<file path="config.mk">
export PLATFORM = sky130hd
export DESIGN_NAME = change_dispenser_flat
export DESIGN_NICKNAME = d
export VERILOG_FILES = /design/src/rtl/change_dispenser_pkg.sv /design/src/rtl/change_dispenser_if.sv /design/src/rtl/change_dispenser_stock_counter.sv /design/src/rtl/change_dispenser.sv /design/src/flat_wrapper.sv
export SDC_FILE = /design/constraint.sdc
export NUM_CORES = 1
export LEC_CHECK = 0
export CAP_MARGIN = 20
export CORE_MARGIN = 2
export CORE_UTILIZATION = 60
export CTS_CLUSTER_DIAMETER = 100
export DETAILED_ROUTE_END_ITERATION = 10
export PLACE_DENSITY = 0.92
export SLEW_MARGIN = 20
export SYNTH_ARGS = -nofsm -noshare
export SYNTH_HDL_FRONTEND = slang
export SYNTH_HIERARCHICAL = 1
export SYNTH_SLANG_ARGS = --single-unit
</file>
<file path="constraint.sdc">
create_clock -name clk -period 5.47 [get_ports clk]
set_input_delay 0.8205 -clock clk [delete_from_list [all_inputs] [get_ports clk]]
set_output_delay 0.8205 -clock clk [all_outputs]
set_load 0.05 [all_outputs]
</file>
<file path="src/rtl/change_dispenser_pkg.sv">
// Shared coin-dispenser definitions: denomination indices, unit values, FSM encoding
// and the greedy largest-first selector.
package change_dispenser_pkg;

  localparam int AMT_W_DEF      = 4;
  localparam int MAX_AMOUNT_DEF = 10;
  localparam int STOCK_W_DEF    = 4;
  localparam int INIT_STOCK_DEF = 8;

  localparam int D1000 = 3;
  localparam int D500  = 2;
  localparam int D200  = 1;
  localparam int D100  = 0;

  localparam int V1000 = 10;
  localparam int V500  = 5;
  localparam int V200  = 2;
  localparam int V100  = 1;

  typedef enum logic [2:0] {
    ST_IDLE  = 3'd0,
    ST_PICK  = 3'd1,
    ST_OFFER = 3'd2,
    ST_DONE  = 3'd3,
    ST_FAIL  = 3'd4
  } state_t;

  // Highest set candidate wins; result is one-hot or zero.
  function automatic logic [3:0] greedy_pick(input logic [3:0] cand);
    logic [3:0] sel;
    sel = 4'b0000;
    if (cand[D1000])      sel[D1000] = 1'b1;
    else if (cand[D500])  sel[D500]  = 1'b1;
    else if (cand[D200])  sel[D200]  = 1'b1;
    else if (cand[D100])  sel[D100]  = 1'b1;
    return sel;
  endfunction

endpackage

</file>
<file path="src/rtl/change_dispenser_if.sv">
// Request, hopper handshake and status bundle between the vending FSM/hopper side
// (master) and the change dispenser (slave).
interface change_dispenser_if #(
  parameter int AMT_W = 4
);
  logic             start;
  logic [AMT_W-1:0] amount;
  logic [3:0]       refill;
  logic             coin_ready;
  logic             coin_valid;
  logic [3:0]       coin_sel;
  logic             busy;
  logic             done;
  logic             short_fail;
  logic [AMT_W-1:0] remaining;
  logic [3:0]       stock_empty;

  modport master (
    output start, amount, refill, coin_ready,
    input  coin_valid, coin_sel, busy, done, short_fail, remaining, stock_empty
  );

  modport slave (
    input  start, amount, refill, coin_ready,
    output coin_valid, coin_sel, busy, done, short_fail, remaining, stock_empty
  );
endinterface

</file>
<file path="src/rtl/change_dispenser_stock_counter.sv">
// Per-denomination coin stock: +1 on refill, -1 on dispense, saturating both ways,
// with an empty flag.
module change_dispenser_stock_counter #(
  parameter int STOCK_W = 4,
  parameter int INIT    = 8
) (
  input  logic               clk,
  input  logic               reset,
  input  logic               inc,
  input  logic               dec,
  output logic [STOCK_W-1:0] count,
  output logic               empty
);

  localparam logic [STOCK_W-1:0] MAX_VAL  = '1;
  localparam logic [STOCK_W-1:0] INIT_VAL = STOCK_W'(INIT);

  // Simultaneous inc and dec cancel, so a refill during a dispense nets to zero.
  always_ff @(posedge clk or posedge reset) begin
    if (reset) begin
      count <= INIT_VAL;
    end else if (inc && !dec) begin
      if (count != MAX_VAL) count <= count + STOCK_W'(1);
    end else if (dec && !inc) begin
      if (count != '0) count <= count - STOCK_W'(1);
    end
  end

  assign empty = (count == '0);

endmodule

</file>
<file path="src/rtl/change_dispenser.sv">
// Change dispenser: pays a balance as coins through the hopper handshake, one coin per
// handshake, greedy largest-first with per-denomination stock.
//
//   state    | meaning
//   ---------+-----------------------------------------------------------
//   ST_IDLE  | waiting for start; validates and latches amount
//   ST_PICK  | choose largest coin that fits remaining and is in stock
//   ST_OFFER | coin offered to hopper, held until coin_ready
//   ST_DONE  | one-cycle done pulse, amount fully paid
//   ST_FAIL  | one-cycle short_fail pulse, remainder unpayable or rejected
module change_dispenser
  import change_dispenser_pkg::*;
#(
  parameter int AMT_W      = AMT_W_DEF,
  parameter int MAX_AMOUNT = MAX_AMOUNT_DEF,
  parameter int STOCK_W    = STOCK_W_DEF,
  parameter int INIT_STOCK = INIT_STOCK_DEF
) (
  input  logic               clk,
  input  logic               reset,
  change_dispenser_if.slave  bus
);

  state_t           state_q, state_d;
  logic [3:0]       sel_q, sel_d;
  logic [AMT_W-1:0] rem_q, rem_d;
  logic [AMT_W-1:0] sel_value;
  logic [3:0]       dec;
  logic [3:0]       empty;
  logic [3:0]       fits;
  logic [3:0]       in_stock;
  logic [3:0]       pick;
  logic [STOCK_W-1:0] stock [4];

  for (genvar d = 0; d < 4; d++) begin : g_stock
    change_dispenser_stock_counter #(
      .STOCK_W (STOCK_W),
      .INIT    (INIT_STOCK)
    ) u_cnt (
      .clk   (clk),
      .reset (reset),
      .inc   (bus.refill[d]),
      .dec   (dec[d]),
      .count (stock[d]),
      .empty (empty[d])
    );
    assign in_stock[d] = (stock[d] != '0);
  end

  assign fits[D1000] = (int'(rem_q) >= V1000);
  assign fits[D500]  = (int'(rem_q) >= V500);
  assign fits[D200]  = (int'(rem_q) >= V200);
  assign fits[D100]  = (int'(rem_q) >= V100);
  assign pick        = greedy_pick(fits & in_stock);

  always_comb begin
    sel_value = '0;
    case (sel_q)
      4'b1000: sel_value = AMT_W'(V1000);
      4'b0100: sel_value = AMT_W'(V500);
      4'b0010: sel_value = AMT_W'(V200);
      4'b0001: sel_value = AMT_W'(V100);
      default: sel_value = '0;
    endcase
  end

  always_ff @(posedge clk or posedge reset) begin
    if (reset) begin
      state_q <= ST_IDLE;
      sel_q   <= '0;
      rem_q   <= '0;
    end else begin
      state_q <= state_d;
      sel_q   <= sel_d;
      rem_q   <= rem_d;
    end
  end

  always_comb begin
    state_d = state_q;
    sel_d   = sel_q;
    rem_d   = rem_q;
    dec     = '0;
    case (state_q)
      ST_IDLE: begin
        if (bus.start) begin
          if (bus.amount == '0) begin
            rem_d   = '0;
            state_d = ST_DONE;
          end else if (int'(bus.amount) > MAX_AMOUNT) begin
            state_d = ST_FAIL;
          end else begin
            rem_d   = bus.amount;
            state_d = ST_PICK;
          end
        end
      end
      ST_PICK: begin
        if (pick != '0) begin
          sel_d   = pick;
          state_d = ST_OFFER;
        end else begin
          state_d = ST_FAIL;
        end
      end
      ST_OFFER: begin
        // PICK guaranteed sel_value <= rem_q, so this cannot underflow.
        if (bus.coin_ready) begin
          dec     = sel_q;
          rem_d   = rem_q - sel_value;
          state_d = (rem_d == '0) ? ST_DONE : ST_PICK;
        end
      end
      ST_DONE: state_d = ST_IDLE;
      ST_FAIL: state_d = ST_IDLE;
      default: state_d = ST_IDLE;
    endcase
  end

  assign bus.coin_valid  = (state_q == ST_OFFER);
  assign bus.coin_sel    = (state_q == ST_OFFER) ? sel_q : 4'b0000;
  assign bus.busy        = (state_q != ST_IDLE);
  assign bus.done        = (state_q == ST_DONE);
  assign bus.short_fail  = (state_q == ST_FAIL);
  assign bus.remaining   = rem_q;
  assign bus.stock_empty = empty;

endmodule

</file>
<file path="src/flat_wrapper.sv">
// flat-port wrapper written by rule: the top's interface ports become plain ports
module change_dispenser_flat import change_dispenser_pkg::*;
#(
  parameter int AMT_W      = AMT_W_DEF,
  parameter int MAX_AMOUNT = MAX_AMOUNT_DEF,
  parameter int STOCK_W    = STOCK_W_DEF,
  parameter int INIT_STOCK = INIT_STOCK_DEF
)
  (clk, reset, bus_start, bus_amount, bus_refill, bus_coin_ready, bus_coin_valid, bus_coin_sel, bus_busy, bus_done, bus_short_fail, bus_remaining, bus_stock_empty);
  change_dispenser_if #(.AMT_W(AMT_W)) bus_i ();
  input  logic clk;
  input  logic reset;
  input wire logic [$bits(bus_i.start)-1:0] bus_start;
  input wire logic [$bits(bus_i.amount)-1:0] bus_amount;
  input wire logic [$bits(bus_i.refill)-1:0] bus_refill;
  input wire logic [$bits(bus_i.coin_ready)-1:0] bus_coin_ready;
  output wire logic [$bits(bus_i.coin_valid)-1:0] bus_coin_valid;
  output wire logic [$bits(bus_i.coin_sel)-1:0] bus_coin_sel;
  output wire logic [$bits(bus_i.busy)-1:0] bus_busy;
  output wire logic [$bits(bus_i.done)-1:0] bus_done;
  output wire logic [$bits(bus_i.short_fail)-1:0] bus_short_fail;
  output wire logic [$bits(bus_i.remaining)-1:0] bus_remaining;
  output wire logic [$bits(bus_i.stock_empty)-1:0] bus_stock_empty;
  assign bus_i.start = bus_start;
  assign bus_i.amount = bus_amount;
  assign bus_i.refill = bus_refill;
  assign bus_i.coin_ready = bus_coin_ready;
  assign bus_coin_valid = bus_i.coin_valid;
  assign bus_coin_sel = bus_i.coin_sel;
  assign bus_busy = bus_i.busy;
  assign bus_done = bus_i.done;
  assign bus_short_fail = bus_i.short_fail;
  assign bus_remaining = bus_i.remaining;
  assign bus_stock_empty = bus_i.stock_empty;
  change_dispenser #(.AMT_W(AMT_W), .MAX_AMOUNT(MAX_AMOUNT), .STOCK_W(STOCK_W), .INIT_STOCK(INIT_STOCK)) u_core (.clk(clk), .reset(reset), .bus(bus_i));
endmodule
</file>
==> impl_metrics.yaml <==
die:
  chipHeight_um: 63.5
  rows: 21
  initial_utilization_pct: 63.1
  pin_count: 28
  dieArea_mm2: 0.00403
  die_x_um: 63.5
  core_region_area_mm2: 0.00336
flow_run:
  cap_violations: 0
clock_tree:
  ctsRootBufferMaster: "clkbuf_4"
  htree_levels: 1
  cts_tree: "done"
  cts_buffer_depth: 2
  post_cts_buffers: 0
  clock-sinks: 27
  cts_buffers: 3
  worstSkewPairLatency_ns: 0.32
  post_cts_resized: 0
  cts_hold_buf: 0
  path_clk_slew_ns: 0.14
placement:
  preCtsSetupSlack_ns: 2.13
  routabilityCongestion: 0.831
  port_buffers: 27
  dpl.cell_count: 293
  detailed_place_hpwl_mm: 3.13
global_route:
  grt_max_degree: 15
  grt_overflow: 0
  antenna_found_initial: 0
  grt_usage_pct: 21.2
  grt_pass1_vias: 1618
  grt_pass1_wl_mm: 7.04
drt:
  vias_per_cell: 5.60
  avgRoutedWirePerCell_um: 13.4
  vias: 1662
  drc_errors: 0
  wl_mm: 3.97
  ant_nets: 0
  drtIter0Drc: 91
  dr.pass1.iters: 4
sta:
  maxSlewViolCount: 0
  whs_ns: 0.562
  tightest_slew_ns: 0.501
  skew_ns: 0.0163
  rsz0062_at_grt: "no"
  final_hold_viol_count: 0
  fin_crit_sh_pct: 60.8
  finalWorstSetupSlack_ns: 2.14
  min_period_ns: 3.33
  slew_headroom_pct: 66.5
  tns_ns: 0
  setup_viol: 0
  fmax_ghz: 0.300
power_and_ir_drop:
  power.density_mw_per_mm2: 584
  p_total_w: 0.00144
  max-vdd-ir-drop_mv: 0.282
  p_leak_nw: 1.10
finish:
  nets: 284
  syn_to_final_growth_pct: 16.5
  nFillCells: 260
  layout-drive-gt1-share_pct: 15.5
  final_common_cell: "clkdlybuf4s50_1"
  num_antenna_cells: 0
  fin_cells: 297
  layout_common_cells: "clkdlybuf4s50_1 (27), nor2_1 (24), dfrtp_1 (23)"
logic_synthesis:
  yosysWarnings: 6
  synth_seq_cells: 27
  synth_top_area_cell: "dfrtp_1"
  synth_cells: 221
  syn_avg_cell_area_um2: 9.60
  ys_seq_area_share_pct: 32.1
  netlist.area_leader.share_pct: 27.1
  ys_top_cells_by_area: "dfrtp_1 (27%), ha_1 (8.8%), mux2_2 (6.9%)"
  syn-num-nets: 253
  syn_area_mm2: 0.00212
  ys_types: 47
hold_path:
  hold_class: "reg -> reg"
setup_path:
  crit_fanout: 11
  crit_type: "reg -> out"
  endpoint_kind: "primary output"
  start_kind: "register"
  cp_data_arrival_time_ns: 2.51
  cp_data_required_time_ns: 4.65
status:
  status: "finished, final reports clean"
final cells by class:
type                            instances  area, um^2  share of cell area [%]
Timing Repair Buffer                   27         270                    10.9
Tap cell                               46        57.6                    2.33
Sequential cell                        27         681                    27.5
Multi-Input combinational cell        171        1350                    54.8
Clock buffer                            4        26.3                    1.06
Inverter                               22        82.6                    3.34
synth_stat cells (all sizes together):
cell / instances
or3: 1
o221ai: 1
nor3: 7
nor4b: 1
and3b: 1
a32o: 1
buf: 1
dfstp: 4
dfrtp: 23
xor2: 5
o22a: 4
ha: 15
inv: 22
nor2b: 1
nor4: 8
a21oi: 12
a22oi: 1
o31ai: 2
mux2: 13
or4b: 1
a21o: 5
nand3: 1
nand2b: 6
nand3b: 1
o21bai: 1
nor3b: 2
xnor2: 8
nand2: 11
or4: 1
or3b: 2
mux2i: 4
a211oi: 2
and2: 4
o21ai: 6
fa: 5
nor2: 24
a32oi: 1
o211ai: 1
a31oi: 4
and3: 8
registers in the layout, summed over array words and instances (netlist names):
register and count:
u_core/g_stock.u_cnt/count 16, u_core/bus.remaining 4, u_core/sel_q 4, u_core/state_q 3
final timing paths:
path / start / end / slack (ns) / depth (start not counted)
max: u_core/state_q[0] / bus_coin_sel[2] / 2.14 / 4
min: u_core/g_stock[0].u_cnt/count[3] / u_core/g_stock[0].u_cnt/count[3] / 0.56 / 1
max reg2reg: u_core/state_q[0] / u_core/g_stock[1].u_cnt/count[3] / 2.31 / 11
min reg2reg: u_core/g_stock[0].u_cnt/count[3] / u_core/g_stock[0].u_cnt/count[3] / 0.56 / 1
max in group asynchronous: reset / u_core/sel_q[1] / 4.19 / 2
min in group asynchronous: reset / u_core/g_stock[3].u_cnt/count[0] / 0.81 / 2
worst max-delay path: stages (launching register included):
cell	delay, ns
dfrtp_1	0.47
or3b_1	0.55
inv_2	0.21
and2_1	0.16
clkdlybuf4s50_1	0.80
kinds of logic (layout without fill, tap and decap cells):
kind of cell    after synthesis  in the layout  synth area share, %
compound gates               41             41                 13.7
xor+xnor                     13             13                 5.37
fa+ha+maj                    20             20                 13.6
buf+inv                      23             53                 4.13
flops                        27             27                 32.1
mux                          17             17                 8.79
simple gates                 80             80                 22.3
layer usage:
layer / vias up / global-route usage, % / share of wire (%)
met5: - / 0 / 0
met4: 0 / 5.43 / 0.35
met3: 2 / 2.14 / 3.8
met2: 36 / 36.6 / 48
met1: 777 / 28.6 / 48
li1: 847 / - / -
report_power, final:
group,internal (W),switching (W)
Combinational,0.000410,0.000476
Clock,0.0000285,0.0000542
Sequential,0.000310,0.000165
metrics by stage:
step,util [%],instance area [um^2]
2_1_floorplan,-,2120
3_3_place_gp,72.7,2440
3_5_place_dp,72.7,2440
4_1_cts,73.5,2470
5_1_grt,73.5,2470
6_report,73.5,2470
(Power assumes the default switching activity.)
